===== src/rtl/ucisc_debug_pkg.sv =====
// Shared opcodes and run-control states for the uCISC debug controller.
package ucisc_debug_pkg;

   localparam logic [2:0] OP_HALT        = 3'd0;
   localparam logic [2:0] OP_RESUME      = 3'd1;
   localparam logic [2:0] OP_STEP        = 3'd2;
   localparam logic [2:0] OP_SET_BP      = 3'd3;
   localparam logic [2:0] OP_CLR_BP      = 3'd4;
   localparam logic [2:0] OP_PEEK        = 3'd5;
   localparam logic [2:0] OP_READ_PC     = 3'd6;
   localparam logic [2:0] OP_READ_ICOUNT = 3'd7;

   typedef enum logic [1:0] {
      ST_RUN  = 2'd0,
      ST_HALT = 2'd1,
      ST_STEP = 2'd2
   } dbg_state_t;

endpackage


===== src/rtl/ucisc_debug_ctrl_bp_match.sv =====
// Breakpoint register bank: per-slot address and enable, with a combinational
// "current pc hits an enabled slot" output.
module ucisc_bp_match
   import ucisc_debug_pkg::*;
#(
   parameter int WIDTH       = 16,
   parameter int BREAKPOINTS = 2
) (
   input  logic             clk,
   input  logic             reset,
   input  logic             i_wr_en,
   input  logic             i_wr_set,
   input  logic [7:0]       i_wr_sel,
   input  logic [WIDTH-1:0] i_wr_addr,
   input  logic [WIDTH-1:0] i_pc,
   output logic             o_match
);

   logic [WIDTH-1:0]       r_addr [BREAKPOINTS];
   logic [BREAKPOINTS-1:0] r_en;

   // A clear only drops the enable; the stale address is harmless.
   always_ff @(posedge clk) begin
      if (reset) begin
         r_en <= '0;
         for (int i = 0; i < BREAKPOINTS; i++) begin
            r_addr[i] <= '0;
         end
      end else if (i_wr_en) begin
         for (int i = 0; i < BREAKPOINTS; i++) begin
            if (i_wr_sel == 8'(i)) begin
               r_en[i] <= i_wr_set;
               if (i_wr_set) begin
                  r_addr[i] <= i_wr_addr;
               end
            end
         end
      end
   end

   always_comb begin
      o_match = 1'b0;
      for (int i = 0; i < BREAKPOINTS; i++) begin
         if (r_en[i] && (r_addr[i] == i_pc)) begin
            o_match = 1'b1;
         end
      end
   end

endmodule


===== src/rtl/ucisc_debug_ctrl.sv =====
// Run-control unit for the uCISC CPU: gates the per-step clock enable and
// serves halt/resume/step, breakpoints, peeks and an instruction counter.
module ucisc_debug_ctrl
   import ucisc_debug_pkg::*;
#(
   parameter int WIDTH        = 16,
   parameter int STEP_BITS    = 2,
   parameter int CHANNELS     = 4,
   parameter int BREAKPOINTS  = 2,
   parameter bit START_HALTED = 1'b0
) (
   input  logic                      clock_input,
   input  logic                      reset,
   input  logic [STEP_BITS-1:0]      step,
   input  logic [WIDTH-1:0]          pc,
   input  logic [CHANNELS*WIDTH-1:0] peek_data,
   output logic                      cpu_en,
   output logic                      halted,
   output logic [WIDTH-1:0]          icount,
   input  logic                      cmd_valid,
   output logic                      cmd_ready,
   input  logic [2:0]                cmd_op,
   input  logic [7:0]                cmd_sel,
   input  logic [WIDTH-1:0]          cmd_arg,
   output logic                      rsp_valid,
   input  logic                      rsp_ready,
   output logic [WIDTH-1:0]          rsp_data,
   output logic [1:0]                o_dbg_state
);

   localparam dbg_state_t RESET_STATE = START_HALTED ? ST_HALT : ST_RUN;

   dbg_state_t       r_state;
   dbg_state_t       w_state_nxt;
   logic             r_skip;
   logic [WIDTH-1:0] r_icount;
   logic             r_rsp_valid;
   logic [WIDTH-1:0] r_rsp_data;

   logic             w_step_first;
   logic             w_step_last;
   logic             w_cmd_acc;
   logic             w_bp_any;
   logic             w_bp_hit;
   logic             w_cpu_en;
   logic             w_bp_sel_ok;
   logic             w_bp_wr;
   logic             w_skip_set;
   logic [WIDTH-1:0] w_peek;
   logic [WIDTH-1:0] w_halt_flag;
   logic [WIDTH-1:0] w_rsp_nxt;

   // Handshakes: a command transfers on an edge where cmd_valid && cmd_ready;
   // a response transfers where rsp_valid && rsp_ready, and rsp_valid/rsp_data
   // hold steady until then. Only one response is ever outstanding.
   assign w_cmd_acc    = cmd_valid && !r_rsp_valid;
   assign w_step_first = (step == '0);
   assign w_step_last  = (step == '1);
   assign w_bp_sel_ok  = (cmd_sel < 8'(BREAKPOINTS));
   assign w_bp_wr      = w_cmd_acc && w_bp_sel_ok
                         && ((cmd_op == OP_SET_BP) || (cmd_op == OP_CLR_BP));
   assign w_skip_set   = w_cmd_acc && (r_state == ST_HALT)
                         && ((cmd_op == OP_RESUME) || (cmd_op == OP_STEP));

   // The match stays combinational so the trapped instruction never starts.
   assign w_bp_hit = (r_state == ST_RUN) && w_step_first && !r_skip && w_bp_any;

   ucisc_bp_match #(
      .WIDTH       (WIDTH),
      .BREAKPOINTS (BREAKPOINTS)
   ) u_bp_match (
      .clk       (clock_input),
      .reset     (reset),
      .i_wr_en   (w_bp_wr),
      .i_wr_set  (cmd_op == OP_SET_BP),
      .i_wr_sel  (cmd_sel),
      .i_wr_addr (cmd_arg),
      .i_pc      (pc),
      .o_match   (w_bp_any)
   );

   always_comb begin
      w_cpu_en = 1'b0;
      case (r_state)
         ST_RUN:  w_cpu_en = !w_bp_hit;
         ST_STEP: w_cpu_en = 1'b1;
         default: w_cpu_en = 1'b0;
      endcase
   end

   always_comb begin
      w_state_nxt = r_state;
      case (r_state)
         ST_RUN:  if (w_bp_hit) w_state_nxt = ST_HALT;
         ST_STEP: if (w_step_last) w_state_nxt = ST_HALT;
         default: w_state_nxt = r_state;
      endcase
      if (w_cmd_acc) begin
         case (cmd_op)
            OP_HALT:   w_state_nxt = ST_HALT;
            OP_RESUME: if (r_state == ST_HALT) w_state_nxt = ST_RUN;
            OP_STEP:   if (r_state == ST_HALT) w_state_nxt = ST_STEP;
            default:   ;
         endcase
      end
   end

   always_comb begin
      w_peek = '0;
      for (int k = 0; k < CHANNELS; k++) begin
         if (cmd_sel == 8'(k)) begin
            w_peek = peek_data[k*WIDTH +: WIDTH];
         end
      end
   end

   assign w_halt_flag = {{(WIDTH-1){1'b0}}, (w_state_nxt == ST_HALT)};

   always_comb begin
      w_rsp_nxt = '0;
      case (cmd_op)
         OP_HALT, OP_RESUME, OP_STEP: w_rsp_nxt = w_halt_flag;
         OP_SET_BP, OP_CLR_BP:        if (w_bp_sel_ok) w_rsp_nxt = w_halt_flag;
         OP_PEEK:                     w_rsp_nxt = w_peek;
         OP_READ_PC:                  w_rsp_nxt = pc;
         OP_READ_ICOUNT:              w_rsp_nxt = r_icount;
         default:                     w_rsp_nxt = '0;
      endcase
   end

   always_ff @(posedge clock_input) begin
      if (reset) begin
         r_state     <= RESET_STATE;
         r_skip      <= 1'b0;
         r_icount    <= '0;
         r_rsp_valid <= 1'b0;
         r_rsp_data  <= '0;
      end else begin
         r_state <= w_state_nxt;
         // Skip lets a resumed breakpoint instruction start, then re-arms.
         if (w_skip_set) begin
            r_skip <= 1'b1;
         end else if (w_cpu_en && w_step_first) begin
            r_skip <= 1'b0;
         end
         if (w_cpu_en && w_step_last) begin
            r_icount <= r_icount + 1'b1;
         end
         if (w_cmd_acc) begin
            r_rsp_valid <= 1'b1;
            r_rsp_data  <= w_rsp_nxt;
         end else if (rsp_ready) begin
            r_rsp_valid <= 1'b0;
         end
      end
   end

   assign cpu_en      = w_cpu_en;
   assign halted      = (r_state == ST_HALT);
   assign icount      = r_icount;
   assign cmd_ready   = !r_rsp_valid;
   assign rsp_valid   = r_rsp_valid;
   assign rsp_data    = r_rsp_data;
   assign o_dbg_state = r_state;

endmodule


===== config.mk =====
export PLATFORM = sky130hd
export DESIGN_NAME = ucisc_debug_ctrl
export DESIGN_NICKNAME = d
export VERILOG_FILES = /design/src/rtl/ucisc_debug_pkg.sv /design/src/rtl/ucisc_debug_ctrl_bp_match.sv /design/src/rtl/ucisc_debug_ctrl.sv
export SDC_FILE = /design/constraint.sdc
export NUM_CORES = 1
export LEC_CHECK = 0
export BUFFER_PORTS_ARGS = -buffer_cell sky130_fd_sc_hd__buf_4
export CORE_AREA = 3 3 95 97
export DETAILED_ROUTE_END_ITERATION = 7
export DIE_AREA = 0 0 98 100
export GPL_ROUTABILITY_DRIVEN = 0
export GPL_TIMING_DRIVEN = 0
export PLACE_DENSITY = 0.82
export SYNTH_ARGS = -nofsm -noshare
export SYNTH_HDL_FRONTEND = slang
export SYNTH_SLANG_ARGS = --single-unit

===== constraint.sdc =====
create_clock -name clock_input -period 3.2 [get_ports clock_input]
set_input_delay 0.48 -clock clock_input [delete_from_list [all_inputs] [get_ports clock_input]]
set_output_delay 0.48 -clock clock_input [all_outputs]
set_load 0.05 [all_outputs]

==> flow_summary.json, run 1 <==
{
  "status": "completed",
  "clk_pin_slew_ns": 0.08,
  "endpoint_kind": "primary output",
  "die_h_um": 100,
  "wl_per_cell_um": 18.6,
  "htree_levels": 3,
  "synth.area.top_cells": "edfxtp_1 (26%), dfxtp_1 (20%), mux4_2 (9.7%)",
  "grt_pass1_vias": 3464,
  "clkPwrFrac_pct": 35.9,
  "first_pass_iters": 5,
  "whs_ns": 0.385,
  "seqPwrFrac_pct": 47.9,
  "drtIter0Drc": 196,
  "final_common_cell": "buf_4",
  "arrival_ns": 2.27,
  "cp_cell_sequence": "nor4_1 -> nand4_1 -> nor3_1 -> a22oi_1 -> nor2b_1 -> buf_4",
  "ys_types": 47,
  "yosys.area.top_type": "edfxtp_1",
  "switching_share_pct": 25.4,
  "synth.cell_area_um2": 3720,
  "clock.fmax_mhz": 364,
  "p_switching_mw": 0.514,
  "synth_top_area_share_pct": 25.8,
  "maxSlewHeadroom_pct": 40.5,
  "fin_crit_ns": 2.75,
  "synth_edf_count": 32,
  "drive_gt1_share_pct": 37.5,
  "seq_area_frac_synth_pct": 46.2,
  "min_path_type": "input port to register",
  "clock_latency_ns": 0.35,
  "row_count": 33,
  "cts_setup_buffers": 0,
  "drt.antenna.violating_nets": 0,
  "boundaryPins": 151,
  "routed_wl_mm": 11.3,
  "combPwrFrac_pct": 16.2,
  "cts_tree": "done",
  "critPathKind": "register to primary output",
  "grt_pass1_wl_mm": 17.8,
  "critical_path.slowest_cell": "nor4_1",
  "final.setup.worst_slack_ns": 0.452,
  "cp_max_fo": 6,
  "n_antenna_cell": 0,
  "power_density_nw_per_um2": 392,
  "layout.nets": 610,
  "routed-via-count": 3383,
  "syn_nets": 453,
  "drv_slew": 0,
  "vias_per_cell": 5.58,
  "setup_viol_count_final": 0,
  "numClockSinks": 70,
  "ys.flop_type": "dfxtp_1",
  "hold_buffers": 0,
  "grt_util_all_layers_pct": 23.3,
  "grt-ovfl-total": 0,
  "syn_area_per_cell_um2": 11.0,
  "dieWidth_um": 98,
  "syn_inst": 339,
  "ys_ff_latch": 70,
  "grt_max_degree": 17,
  "initial_utilization_pct": 45.3,
  "area_growth_pct": 38.4,
  "p_int_mw": 1.51,
  "post_cts_resized": 0,
  "max_stage_delay_ns": 0.64,
  "startpoint_type": "register",
  "required_ns": 2.72,
  "vdd_drop_max_mv": 0.226,
  "cts_buffers": 9,
  "finClkSkew_ns": 0.00843,
  "dp.final_hpwl_mm": 9.03,
  "async_flop_share_pct": 0,
  "period_share_pct": 85.9,
  "die_area_um2": 9800,
  "finalHoldViolCount": 0,
  "cts_buffer_depth": 2,
  "antenna_found_initial": 0,
  "finalPower_mw": 2.02,
  "leakage_nw": 2.08,
  "portBuffers": 146,
  "rsz0062_at_grt": "no",
  "core_um2": 8220,
  "root_buffer": "clkbuf_8",
  "most-common-layout-cells": "buf_4 (147), dfxtp_1 (38), xnor2_1 (34)",
  "synth_warnings": 0,
  "fin_area_um2": 5150,
  "placed_area_um2": 4950,
  "finalSetupTns_ns": 0,
  "maxCapViolations": 0,
  "pre_cts_slack_ns": 0.307,
  "worst_slew_pin_slew_ns": 0.891,
  "drc": 0
}
critical path, delay by kind of cell, from the launching register on:
family / cells / cell delay [ns]
buffers and inverters: 1 / 0.19
AO/OA/AOI/OAI: 1 / 0.17
AND/OR/NAND/NOR: 4 / 1.18
flip-flops: 1 / 0.37
stage by stage:
| stage | utilization (%) | instances |
|---|---|---|
| finish | 62.7 | 606 |
| CTS | 62.7 | 606 |
| detailed placement | 60.3 | 590 |
| global placement | 60.3 | 590 |
| floorplan | - | 339 |
| global route | 62.7 | 606 |
routing by layer:
layer  global-route usage [%]  share of wire (%)  routed length (um)  vias to the layer above
li1                         -                  -                   -                     1575
met1                     27.6                 38                4310                     1612
met2                     41.3                 52                5820                      172
met3                     5.84                7.7                 862                       24
met4                     8.31                2.4                 265                        0
met5                        0                  0                   0                        -
cell families after synthesis:
group | Yosys count | synth area share [%]
AOI/OAI and AO/OA | 61 | 11.6
and+or+nand+nor | 121 | 17.9
adders and majority gates | 1 | 0.336
DFF | 70 | 46.2
buffers and inverters | 21 | 2.59
xor gates and xnor gates | 47 | 11.1
muxes | 18 | 10.2
synthesized netlist by cell type, types with 13 or more instances:
library cell  count
dfxtp_1          38
xnor2_1          34
edfxtp_1         32
nor2_1           26
nand2_1          24
and2_1           17
a22oi_1          16
mux4_2           16
o21ai_0          16
a22o_1           15
nand4_1          15
xor2_1           13
cell type report:
| class | count | area, um2 |
|---|---|---|
| buffer | 18 | 85.1 |
| clock buffer | 11 | 141 |
| clock inverter | 5 | 58.8 |
| fill | 662 | 3060 |
| inverter | 3 | 11.3 |
| multi-input combinational | 248 | 1910 |
| sequential | 70 | 1720 |
| tap | 105 | 131 |
| timing repair buffer | 146 | 1100 |
flip-flops by register name (all words and copies together), names as in the netlist:
signal and cells:
rsp_valid 1, o_dbg_state 2, rsp_data 16, u_bp_match.r_en 2
u_bp_match.r_addr 32, icount 16, r_skip 1
path summary, 6_finish.rpt:
check	startpoint	end	slack, ns	cells after the start
worst max-delay path	o_dbg_state[1]$_SDFF_PP0_	cpu_en	0.45	6
worst min-delay path	rsp_ready	rsp_valid$_SDFFE_PP0P_	0.39	3
worst max register to register	rsp_valid$_SDFFE_PP0P_	u_bp_match.r_addr[0][21]$_DFFE_PP_	0.65	5
worst min register to register	rsp_data[13]$_SDFFE_PP0P_	rsp_data[13]$_SDFFE_PP0P_	0.47	2
power groups by stage:
stage	sequential [mW]	clock (mW)	combinational, mW
6_report	0.969	0.726	0.328
5_1_grt	0.971	0.772	0.352
4_1_cts	0.969	0.727	0.328
3_5_place_dp	0.990	0	0.327
3_3_place_gp	0.988	0	0.319
2_1_floorplan	1.01	0	0.139
No activity file was read; power rests on OpenSTA's default activity.
==> run 2: changes to the inputs <==
Settings changed: ABC_AREA from default to 1, CORE_AREA 3 3 95 97 to 3 3 100 102, DIE_AREA 0 0 98 100 to 0 0 103 105, PLACE_DENSITY 0.82 to 0.79.
==> run 2 against run 1 <==
First-iteration DRC count is 65% higher. Fmax is 21% higher. Critical path type unchanged. Worst hold slack worse by 0.035 ns. Synthesized cell count is 65% higher. Sequential power hardly changed. Design area is 7.4% higher. Largest power group unchanged. Clock-buffer cell count is 1 higher.
==> flow_summary.json, run 2 <==
{
  "status": "completed",
  "maxSlewHeadroom_pct": 50.9,
  "max_stage_delay_ns": 0.40,
  "wl_per_cell_um": 15.0,
  "whs_ns": 0.350,
  "synth_commonest_cells": "nand2_1 (152), inv_1 (73), nor2_1 (52), nand3_1 (39), dfxtp_1 (38)",
  "power_density_nw_per_um2": 362,
  "synth.most_common_cell": "nand2_1",
  "post_cts_resized": 0,
  "boundaryPins": 151,
  "maxCapViolations": 0,
  "synth.area.top_cells": "edfxtp_1 (24%), dfxtp_1 (19%), nand2_1 (14%)",
  "drv_slew": 0,
  "dieWidth_um": 103,
  "routed-via-count": 4360,
  "antenna_found_initial": 0,
  "dp_cells": 822,
  "syn_nets": 675,
  "first_pass_iters": 5,
  "layout.nets": 836,
  "clock.fmax_mhz": 440,
  "ys.flop_type": "dfxtp_1",
  "leakage_nw": 2.54,
  "ys_types": 38,
  "worst_slew_pin_slew_ns": 0.735,
  "finalSetupTns_ns": 0,
  "synth.cell_area_um2": 4070,
  "cp_max_fo": 2,
  "numClockSinks": 70,
  "area_growth_pct": 36.0,
  "htree_levels": 3,
  "clk_pin_slew_ns": 0.08,
  "syn_area_per_cell_um2": 7.26,
  "hold_buffers": 0,
  "fin_crit_ns": 2.27,
  "rsz0062_at_grt": "no",
  "core_um2": 9200,
  "seq_area_frac_synth_pct": 42.3,
  "endpoint_kind": "primary output",
  "critical_path.slowest_cell": "edfxtp_1",
  "multi_input_area_um2": 1950,
  "vdd_drop_max_mv": 0.252,
  "root_buffer": "clkbuf_8",
  "min_path_type": "input port to register",
  "grt-ovfl-total": 0,
  "grt_pass1_vias": 4069,
  "setup_viol_count_final": 0,
  "synth_edf_count": 32,
  "cts_buffer_depth": 2,
  "portBuffers": 150,
  "grt_util_all_layers_pct": 22.4,
  "yosys.area.top_type": "edfxtp_1",
  "arrival_ns": 1.79,
  "n_antenna_cell": 0,
  "synth_warnings": 0,
  "finClkSkew_ns": 0.0135,
  "drtIter0Drc": 324,
  "drc": 0,
  "required_ns": 2.72,
  "placed_area_um2": 5340,
  "grt_max_degree": 17,
  "nFillCells": 825,
  "cts_setup_buffers": 0,
  "drive_gt1_share_pct": 28.5,
  "most-common-layout-cells": "buf_4 (153), nand2_1 (152), inv_1 (73)",
  "largest_reg_flops": 32,
  "die_h_um": 105,
  "initial_utilization_pct": 44.3,
  "clock_latency_ns": 0.34,
  "fin_area_um2": 5540,
  "cp_cell_sequence": "or2_2 -> nand3_1 -> nor2_1 -> nand3_1 -> nand2_1 -> a21oi_1 -> buf_4",
  "dp.final_hpwl_mm": 10.1,
  "synth_top_area_share_pct": 23.6,
  "cts_tree": "done",
  "async_flop_share_pct": 0,
  "vias_per_cell": 5.20,
  "critPathKind": "register to primary output",
  "final_cells": 838,
  "grt_pass1_wl_mm": 19.1,
  "ys_ff_latch": 70,
  "largest-register": "u_bp_match.r_addr",
  "startpoint_type": "register",
  "row_count": 35,
  "syn_inst": 561,
  "cts_buffers": 9,
  "cp_common_cell": "nand3_1",
  "routed_wl_mm": 12.6,
  "ff_latch_area_um2": 1720,
  "drt.antenna.violating_nets": 0,
  "final_common_cell": "buf_4",
  "die_area_um2": 10800,
  "finalPower_mw": 2.00,
  "period_share_pct": 71.0,
  "finalHoldViolCount": 0
}
==> run 2: cell count changes in the layout (fill, tap and decap cells not counted), moves of 6 or more <==
cell,before,now
buf_4,147,153
nor2_1,26,52
a21oi_2,0,8
mux4_2,16,0
and2_1,17,0
o21ai_1,1,18
a21oi_1,3,29
nand2_1,24,152
o21ai_0,16,27
a22o_1,15,1
inv_1,3,73
xnor2_1,34,8
xor2_1,13,1
nand3_1,2,39
==> run 2: final timing paths <==
check	from	to	slack [ns]	cells after the start
hold / removal	reset	rsp_data[0]$_SDFFE_PP0P_	0.35	2
hold reg to reg	rsp_data[2]$_SDFFE_PP0P_	rsp_data[2]$_SDFFE_PP0P_	0.48	2
setup / recovery	u_bp_match.r_addr[0][20]$_DFFE_PP_	cpu_en	0.93	7
setup reg to reg	rsp_valid$_SDFFE_PP0P_	u_bp_match.r_addr[0][17]$_DFFE_PP_	1.11	5
==> run 2: cells by family after synthesis <==
logic type | share of synthesized area [%]
simple gates | 30.9
compound gates | 14.9
buf+inv | 9.71
flops | 42.3
xor+xnor | 1.94
fa+ha+maj | 0.307
==> run 2: area by class of cell <==
class,count,share of cell area [%]
multi-input cells,397,35.3
flip-flops and latches,70,31.1
repair buffers,150,20.3
plain buffers,17,1.92
inverters,77,5.22
clock buffers,12,2.80
clock inverters,4,0.814
well taps,111,2.51
==> run 2: through the flow <==
| stage | setup WS (ns) | util, % |
|---|---|---|
| 4_1_cts | 0.900 | 60.2 |
| 2_1_floorplan | 0.892 | - |
| 5_1_grt | 0.799 | 60.2 |
| 6_report | 0.927 | 60.2 |
| 3_3_place_gp | 0.799 | 58.0 |
| 3_5_place_dp | 0.753 | 58.0 |
==> run 2: worst max-delay path: cells and delay by family, from the launching register on <==
kind / cells / cell delay (ns)
AO/OA/AOI/OAI: 1 / 0.20
buffers and inverters: 1 / 0.23
flip-flops: 1 / 0.40
AND/OR/NAND/NOR: 5 / 0.62
==> run 2: power by group <==
group | internal (mW) | switching (mW) | total [mW]
clock | 0.399 | 0.328 | 0.728
sequential | 0.955 | 0.0128 | 0.968
combinational | 0.142 | 0.165 | 0.308
==> run 2: metal layers <==
metal	track usage [%]	up-vias	routed length (um)
met1	26.8	1958	5150
met3	4.61	26	1010
met2	39.6	207	6160
met5	0	-	0
met4	6.66	0	238
li1	-	2169	-
==> run 3: changes to the inputs <==
Settings changed: PLACE_DENSITY 0.79 to 0.82.
Clock period 3.2 ns to 2.05 ns, I/O delays scaled along.
==> run 3 against run 2 <==
Critical path depth did not move. Clock power rose by 59%. Combinational power rose by 60%. Critical path type unchanged. Critical endpoint unchanged.
==> flow_summary.json, run 3 (same netlist as run 2, synthesis figures left out) <==
{
  "status": "completed",
  "numClockSinks": 70,
  "worst_slew_pin_slew_ns": 0.664,
  "finClkSkew_ns": 0.0162,
  "clock.fmax_mhz": 496,
  "cts_buffer_depth": 2,
  "largest-register": "u_bp_match.r_addr",
  "vias_per_cell": 5.24,
  "boundaryPins": 151,
  "grt_util_all_layers_pct": 22.7,
  "required_ns": 1.74,
  "leakage_nw": 2.56,
  "antenna_found_initial": 0,
  "switching_share_pct": 25.7,
  "area_growth_pct": 37.9,
  "layout.nets": 839,
  "pre_cts_slack_ns": -0.0476,
  "root_buffer": "clkbuf_8",
  "grt_pass1_wl_mm": 19.3,
  "critPathKind": "register to primary output",
  "dieWidth_um": 103,
  "clkPwrFrac_pct": 36.7,
  "n_antenna_cell": 0,
  "combPwrFrac_pct": 15.5,
  "min_path_type": "input port to register",
  "cts_buffers": 9,
  "p_switching_mw": 0.815,
  "grt_max_degree": 17,
  "routed_wl_mm": 12.8,
  "startpoint_type": "register",
  "rsz0062_at_grt": "yes",
  "dp.final_hpwl_mm": 10.1,
  "cp_common_cell": "nand3_1",
  "cp_cell_sequence": "or2_4 -> nand3_1 -> nor2_2 -> nand3_1 -> nand2_2 -> a21oi_4 -> buf_6",
  "htree_levels": 3,
  "drive_gt1_share_pct": 30.3,
  "finalSetupTns_ns": 0,
  "setup_viol_count_final": 0,
  "most-common-layout-cells": "buf_4 (155), nand2_1 (148), inv_1 (72)",
  "cts_tree": "done",
  "arrival_ns": 1.71,
  "period_share_pct": 98.3,
  "final.setup.worst_slack_ns": 0.0352,
  "row_count": 35,
  "critical_path.slowest_cell": "edfxtp_1",
  "grt-ovfl-total": 0,
  "drc": 0,
  "crit_family": "simple AND/OR/NAND/NOR gates",
  "maxSlewHeadroom_pct": 55.3,
  "initial_utilization_pct": 44.3,
  "power_density_nw_per_um2": 564,
  "die_h_um": 105,
  "clock_latency_ns": 0.35,
  "drt.antenna.violating_nets": 0,
  "seqPwrFrac_pct": 47.7,
  "clk_pin_slew_ns": 0.08,
  "grt_pass1_vias": 4233,
  "wl_per_cell_um": 15.2,
  "first_pass_iters": 6,
  "core_um2": 9200,
  "routed-via-count": 4403,
  "drv_slew": 0,
  "path_buf_inv": 1,
  "finalHoldViolCount": 0,
  "vdd_drop_max_mv": 0.371,
  "maxCapViolations": 0,
  "die_area_um2": 10800,
  "cp_max_fo": 2,
  "endpoint_kind": "primary output",
  "p_int_mw": 2.35,
  "largest_reg_flops": 32,
  "portBuffers": 150,
  "fin_crit_ns": 2.01,
  "max_stage_delay_ns": 0.42,
  "hold_buffers": 0,
  "drtIter0Drc": 318,
  "final_common_cell": "buf_4"
}
[run 3: cell types whose count changed in the layout (fill, tap and decap cells not counted), sizes merged]
cell,previous run,this run
clkbuf,17,16
clkinvlp,0,1
buf,162,165
[run 3: power groups by stage]
stage / Combinational [mW] / Clock (mW) / Sequential, mW
floorplan: 0.186 / 0 / 1.57
global placement: 0.471 / 0 / 1.54
detailed placement: 0.480 / 0 / 1.54
CTS: 0.485 / 1.17 / 1.51
global route: 0.533 / 1.24 / 1.52
finish: 0.492 / 1.16 / 1.51
[run 3: worst paths after layout]
kind | startpoint | end | slack (ns) | cells after the start
worst max-delay path | u_bp_match.r_addr[0][20]$_DFFE_PP_ | cpu_en | 0.04 | 7
worst min-delay path | reset | rsp_data[0]$_SDFFE_PP0P_ | 0.20 | 2
worst max register to register | rsp_valid$_SDFFE_PP0P_ | u_bp_match.r_addr[0][13]$_DFFE_PP_ | 0.14 | 7
worst min register to register | rsp_data[2]$_SDFFE_PP0P_ | rsp_data[2]$_SDFFE_PP0P_ | 0.48 | 2
[run 3: routing by layer]
metal	track usage, %	share of wire [%]	vias to the layer above
met5	0	0	-
met4	10.3	3.6	0
met3	3.81	8.7	39
met2	40.6	49	242
met1	25.7	39	1952
li1	-	-	2170
[run 3: through the flow]
stage,area [um2],power [mW],util (%),hold slack [ns],std cells
after floorplan,4090,1.76,-,0.377,561
after global placement,5360,2.01,58.2,0.460,822
final,5610,3.17,61.0,0.197,841
after global routing,5610,3.29,61.0,0.188,841
after detailed placement,5360,2.02,58.2,0.467,822
after CTS,5580,3.17,60.7,0.184,839
[run 3: final cells by class]
class / instances / area, um2
Clock inverter: 5 / 55.1
Sequential cell: 70 / 1720
Buffer: 17 / 106
Inverter: 77 / 293
Timing Repair Buffer: 153 / 1150
Fill cell: 800 / 3580
Clock buffer: 11 / 153
Multi-Input combinational cell: 397 / 1990
Tap cell: 111 / 139
[run 3: what timing repair did]
action / 4_1_cts / 5_1_grt
endpoints found under the hold margin: 0 / 0
setup buffers: 1 / 2
pin swaps: 2 / 5
resized for setup: 3 / 5
setup endpoints to repair: 1 / 21
[run 3: worst register-to-register path: cells and delay by family (launching register included)]
family / cells / cell delay, ns
simple gates: 4 / 0.81
flops: 1 / 0.34
buf+inv: 2 / 0.35
compound gates: 1 / 0.23
